**config.mk**
```make
export PLATFORM = sky130hd
export DESIGN_NAME = accum
export DESIGN_NICKNAME = d
export VERILOG_FILES = /design/src/rtl/accum.sv
export SDC_FILE = /design/constraint.sdc
export NUM_CORES = 1
export LEC_CHECK = 0
export BUFFER_PORTS_ARGS = -buffer_cell sky130_fd_sc_hd__buf_2
export CAP_MARGIN = 5
export CORE_MARGIN = 10
export CORE_UTILIZATION = 45
export CTS_CLUSTER_SIZE = 8
export DETAILED_ROUTE_END_ITERATION = 8
export HOLD_SLACK_MARGIN = 0.08
export PLACE_DENSITY_LB_ADDON = 0.12
export SLEW_MARGIN = 20
export SYNTH_ARGS = -nofsm -noshare
export SYNTH_HDL_FRONTEND = slang
export SYNTH_SLANG_ARGS = --single-unit
```
**constraint.sdc**
```tcl
create_clock -name clock -period 3.12 [get_ports clock]
set_clock_uncertainty 0.1 [all_clocks]
set_input_delay 0.312 -clock clock [delete_from_list [all_inputs] [get_ports clock]]
set_output_delay 0.312 -clock clock [all_outputs]
set_load 0.1 [all_outputs]
```
**src/rtl/accum.sv**
```systemverilog
// Saturating unsigned fixed-point accumulator. It sums a programmed number of
// Q(wholeWidth.fractionWidth) products from the multiplier and hands the result off on valid/ready.
module accum #(
  parameter int wholeWidth    = 16,
  parameter int fractionWidth = 16,
  parameter int countWidth    = 8
) (
  input  logic                                clock,
  input  logic                                reset,
  input  logic                                start,
  input  logic [countWidth-1:0]               length,
  input  logic                                product_valid,
  input  logic [wholeWidth+fractionWidth-1:0] product,
  output logic                                product_ready,
  output logic [wholeWidth+fractionWidth-1:0] sum,
  output logic                                sum_valid,
  input  logic                                sum_ready,
  output logic                                overflow,
  output logic                                busy
);

  localparam int dataWidth = wholeWidth + fractionWidth;

  typedef enum logic [1:0] {
    IDLE  = 2'd0,
    ACCUM = 2'd1,
    DONE  = 2'd2
  } stateType;

  stateType              state;
  stateType              nextState;
  logic [dataWidth-1:0]  accReg;
  logic                  overflowReg;
  logic [countWidth-1:0] remaining;
  logic [dataWidth:0]    wideSum;
  logic                  beat;

  assign beat    = product_valid && product_ready;
  assign wideSum = {1'b0, accReg} + {1'b0, product};

  // NOTE: every signal driven here gets a default first, so no path can infer a latch.
  always_comb begin
    nextState     = state;
    product_ready = 1'b0;
    sum_valid     = 1'b0;
    busy          = 1'b0;
    case (state)
      IDLE: begin
        if (start) nextState = (length != '0) ? ACCUM : DONE;
      end
      ACCUM: begin
        product_ready = 1'b1;
        busy          = 1'b1;
        if (beat && remaining == countWidth'(1)) nextState = DONE;
      end
      DONE: begin
        sum_valid = 1'b1;
        busy      = 1'b1;
        if (sum_ready) nextState = IDLE;
      end
      default: nextState = IDLE;
    endcase
  end

  // NOTE: sequential state uses non-blocking assignments so every register samples pre-edge values.
  always_ff @(posedge clock) begin
    if (reset) begin
      state       <= IDLE;
      accReg      <= '0;
      overflowReg <= 1'b0;
      remaining   <= '0;
    end else begin
      state <= nextState;
      case (state)
        IDLE: begin
          if (start) begin
            remaining   <= length;
            accReg      <= '0;
            overflowReg <= 1'b0;
          end
        end
        ACCUM: begin
          if (beat) begin
            // A carry out means the true sum no longer fits; pin to full scale.
            if (wideSum[dataWidth]) begin
              accReg      <= '1;
              overflowReg <= 1'b1;
            end else begin
              accReg <= wideSum[dataWidth-1:0];
            end
            remaining <= remaining - countWidth'(1);
          end
        end
        default: ;
      endcase
    end
  end

  assign sum      = accReg;
  assign overflow = overflowReg;

endmodule

```
# [Yosys cells after proc, flatten, opt, wreduce, memory -nomap -nowiden]
# Index checks and enable logic that the tools add are counted.
[classes] addsub=2 eq_ne=8 n_mux=19 n_reduce_logical=9
[ops] operator="32-bit 2-to-1 mux" n=3
[ops] operator="32-bit case mux with 2 select lines" n=1
[ops] operator="32-bit by 32-bit adder with 33-bit output" n=1
[ops] operator="8-bit 2-to-1 mux" n=2
[ops] operator="8-bit case mux with 2 select lines" n=1
[ops] operator="2-bit != test, second input constant" n=5
[ops] operator="8-bit by 1-bit == test with 1-bit output, second input constant" n=1
[ops] operator="2-bit 2-to-1 mux" n=4
[ops] operator="8-bit nonzero test" n=1
[ops] operator="8-bit by 1-bit subtractor with 8-bit output, second input constant" n=1
[ops] operator="1-bit 2-to-1 mux" n=6
[ops] operator="2-bit case mux with 3 select lines" n=1
[ops] operator="3-bit AND reduction" n=2
[ops] operator="4-bit AND reduction" n=1
[ops] operator="2-bit by 1-bit == test with 1-bit output, second input constant" n=1
[ops] operator="2-bit == test, second input constant" n=1
[ops] operator="1-bit logical AND" n=2
[ops] operator="2-bit zero test" n=1
[ops] operator="1-bit case mux with 2 select lines" n=1
[ops] operator="2-bit nonzero test" n=1
[ops] operator="2-bit OR reduction" n=1
[word_totals] regBits=43 inputBits=45 output_inout_bits=36 wordCells=42

# [Depth between registers and ports, before layout]
[logic_depth] ltp_word=6 ltp_mapped=12 depth_no_buf=11

# [Worst setup path before layout]
# Ideal clock, no wire load.
[synth_timing] path_kind="register to register" start="register accReg[0] (netlist: sum[0])" end="register accReg[31] (netlist: sum[31])" setup_ns=0.120 arrival_time_ns=3.282 required_time_ns=2.900 slack_ns=-0.381 stages_incl_launch_ff=12 n_path_buf=1 synth_period_minus_slack_ns=3.501 cell_sequence="dfxtp_1 -> ha_1 -> fa_1 -> a211oi_2 -> o211ai_1 -> a41oi_2 -> o21ai_2 -> a311oi_4 -> nor2_2 -> o221a_4 -> buf_6 -> o31a_1"
[synth_between] elab_chain_cells=4
[synth_rtl] element="start, declared" line_no="32" text="logic [dataWidth-1:0] accReg;"
[synth_rtl] element="start signal, assigned" line_no="89" text="accReg <= wideSum[dataWidth-1:0];"
[synth_rtl] element="32-bit by 32-bit adder with 33-bit output" line_no="39" text="assign wideSum = {1'b0, accReg} + {1'b0, product};"
[synth_rtl] element="32-bit 2-to-1 mux" line_no="85" text="if (wideSum[dataWidth]) begin"
[synth_rtl] element="32-bit 2-to-1 mux" line_no="83" text="if (beat) begin"
[synth_rtl] element="32-bit case mux with 2 select lines" line_no="74" text="case (state)"
# No other way between the ends. The select of a mux whose other input is x is not followed.
# A chain may end at the register's enable or synchronous reset.

# [Worst setup path in the final report]
[layout_timing] start="register accReg[0] (netlist: sum[0])" end="register accReg[13] (netlist: sum[13])"
# Same word-level chain as after synthesis.

==> out/metrics.yaml <==
status:
  outcome: "completed"
synthesis:
  synth_area_um2: 3398
  synth.cells.most_frequent: "a21oi_1, dfxtp_1, nand2_1"
  synthArstFlopShare_pct: 0
  synthTopCellsByArea: "dfxtp_1, ha_1, a21oi_1"
  synth-seq-area-share_pct: 25.33
  synth_edf_count: 0
  synth_top_area_share_pct: 25.33
  yosys_warnings: 0
  synth-main-ff-cell: "dfxtp_1"
  yosysUniqueCellTypes: 54
  synth.avg_cell_area_um2: 7.812
  ys_ff_latch: 43
  synth.most_common_cell: "a21oi_1"
  syn_inst: 435
  synth_largest_area_cell: "dfxtp_1"
  synth_fp_nets: 518
cells_and_area:
  postLayoutCoreUtil_pct: 56.42
  n_antenna_cell: 0
  drive_gt1_share_pct: 25.19
  nNetsFinal: 602
  area_delta_synth_final_pct: 21.06
  n_fill_cell: 758
  fin_area_um2: 4114
detailed_routing:
  firstDrtPassIters: 5
  drc: 0
  via_per_inst: 5.756
  drt_iter0_markers: 162
  vias: 3563
  routedWlPerCell_um: 17.04
  drtAntennaViolNets: 0
  postRouteWirelength_um: 10550
setup_path:
  crit_slowest_cell: "fa_2"
  path_max_fanout: 7
  r2r_start: "sum[0]"
  startpoint_type: "register"
  r2r_setup_slack_ps: 100
  crit_type: "register to register"
  cp.required_ps: 3200
  path_cells: "ha_2, fa_2, a211oi_2, o211ai_1, a41oi_2, o21ai_2, a311oi_4, nor2_2, o221a_4, buf_12, o21ai_0, nand2_1"
  critical_path.max_stage_delay_ps: 410
  worstRegToRegCells: 12
  cp_num_buf_inv: 1
  setup.worst_path.end_class: "register"
  crit_arrival_ps: 3100
  critPathTopFamily: "compound AO/OA/AOI/OAI gates"
  reg2reg_to: "sum[13]"
flow_run:
  maxCapViolCount: 0
sta:
  final.setup.worst_slack_ps: 100.7
  worstMarginPinSlew_ps: 857.2
  setup_viol: 0
  timing_hold_violations_final: 0
  tns_ps: 0
  final.min_clock_period_ps: 3019
  fin_crit_sh_pct: 96.77
  drv_slew: 0
  fmax_mhz: 331.2
  relSlewSlack_pct: 42.64
global_route:
  grt_overflow: 0
  grt_max_degree: 28
  grt_first_pass_wirelength_um: 17150
  track_usage_pct: 17.83
  antenna_found_initial: 0
  grt_pass1_vias: 3501
power_and_ir_drop:
  power_density_nw_per_um2: 703.0
  total_power_uw: 2892
  clock_power_share_pct: 12.3
  power_frac_comb_pct: 62.0
  p_leak_uw: 0.001902
  pwr-share-seq_pct: 25.7
  cellInternalPower_uw: 1316
  peakVddDrop_mv: 0.3834
  p_switching_uw: 1576
  switching_share_pct: 54.49
floorplanning:
  die_area_um2: 11430
  start_util_pct: 46.60
  core_um2: 7292
  chipWidth_um: 106.9
  fp.dieH_um: 106.9
  io_pins: 81
  rows: 31
placement:
  dpl.hpwl_um: 8090
  place.gp.congestion: 0.9125
  port_buffers: 80
  place_area_um2: 3995
  pre_cts_ws_ps: -34.49
clocking:
  cts_tree: "done"
  hold_buffers: 0
  clock-sinks: 43
  h-tree-depth: 2
  cts-root-buf: "clkbuf_8"
  cts_buffers: 5
  clk_latency_ps: 290
  clock_path_buffers: 2
  path_clk_slew_ps: 90
hold_path:
  hold_path_depth: 3
  hp-class: "primary input to register"
  hp-start: "length[0]"
  hold-path-endpoint: "remaining[0]"
[stage by stage]
stage | cells | hold WS (ps)
after floorplan | 435 | 362.4
after global placement | 608 | 329.8
after detailed placement | 608 | 341.6
after CTS | 616 | 194.7
after global routing | 619 | 213.2
final | 619 | 199.6
[final cells by class]
type | count | area (um2) | share of cell area, %
Sequential cell | 43 | 882.1 | 21.44
Tap cell | 99 | 123.9 | 3.011
Inverter | 12 | 45.04 | 1.095
Clock inverter | 1 | 5.005 | 0.1217
Timing Repair Buffer | 96 | 558.0 | 13.56
Clock buffer | 7 | 76.32 | 1.855
Multi-Input combinational cell | 361 | 2424 | 58.91
[worst reg2reg max path: stages (launching register included)]
cell and delay [ps]:
dfxtp_4 350, ha_2 190, fa_2 410, a211oi_2 220, o211ai_1 180, a41oi_2 270
o21ai_2 110, a311oi_4 310, nor2_2 80, o221a_4 260, buf_12 140, o21ai_0 210
nand2_1 70
[metal layers]
| layer | routed length, um | share of wire, % | GRT usage, % | up-vias |
|---|---|---|---|---|
| met5 | 0 | 0 | 0 | - |
| met4 | 70 | 0.66 | 3.482 | 0 |
| li1 | - | - | - | 1781 |
| met2 | 4871 | 46 | 29.54 | 106 |
| met3 | 604 | 5.7 | 3.952 | 8 |
| met1 | 5001 | 47 | 23.21 | 1668 |
[flip-flops by register name, indices dropped and copies added (netlist names)]
name       cells
sum           32
remaining      8
state          2
overflow       1
[how the worst max path moves through the flow]
stage | startpoint | to | slack (ps) | cells past startpoint
3_5_place_dp | product[0] | sum[13] | -30 | 13
3_3_place_gp | product[0] | sum[13] | 50 | 13
6_report | sum[0] | sum[13] | 100 | 12
5_1_grt | sum[0] | sum[30] | -30 | 12
2_1_floorplan | sum[0] | sum[9] | 10 | 11
4_1_cts | sum[0] | sum[13] | 50 | 12
[power by group through the flow]
stage / registers (uW) / clock network, uW / logic, uW
3_3_place_gp: 748 / 0 / 1760
2_1_floorplan: 1100 / 0 / 1050
6_report: 743 / 354 / 1790
5_1_grt: 758 / 386 / 1940
4_1_cts: 741 / 368 / 1780
3_5_place_dp: 752 / 0 / 1770
[layout by cell type, fill, tap and decap left out, types with 4 or more instances in the layout]
cell / Yosys / final
a211oi_1: 20 / 20
a21o_1: 13 / 13
a21oi_1: 65 / 65
buf_2: 1 / 80
buf_4: 1 / 13
clkbuf_8: 0 / 5
dfxtp_1: 43 / 28
dfxtp_2: 0 / 14
ha_1: 37 / 36
inv_1: 12 / 12
nand2_1: 43 / 43
nand2b_1: 4 / 4
nand3_1: 14 / 14
nand4_1: 6 / 6
nor2_1: 26 / 26
nor3_1: 14 / 13
nor4_1: 6 / 6
o21ai_0: 30 / 25
o21ai_1: 1 / 6
o21bai_1: 4 / 4
o31ai_1: 5 / 5
xnor2_1: 22 / 22
xor2_1: 7 / 7
[cell families after synthesis]
logic type	after synthesis	synth area share (%)
AOI/OAI and AO/OA	168	31.78
and+or+nand+nor	126	17.42
DFF	43	25.33
adders and majority gates	38	14.21
buffers and inverters	31	3.792
xor gates and xnor gates	29	7.474
[repair_timing]
action | in CTS | in global routing
setup buffers | 0 | 3
gates resized for setup | 0 | 9
setup endpoints to repair | 0 | 33
endpoints found under the hold margin | 0 | 0
No activity file was read; power rests on OpenSTA's default activity.
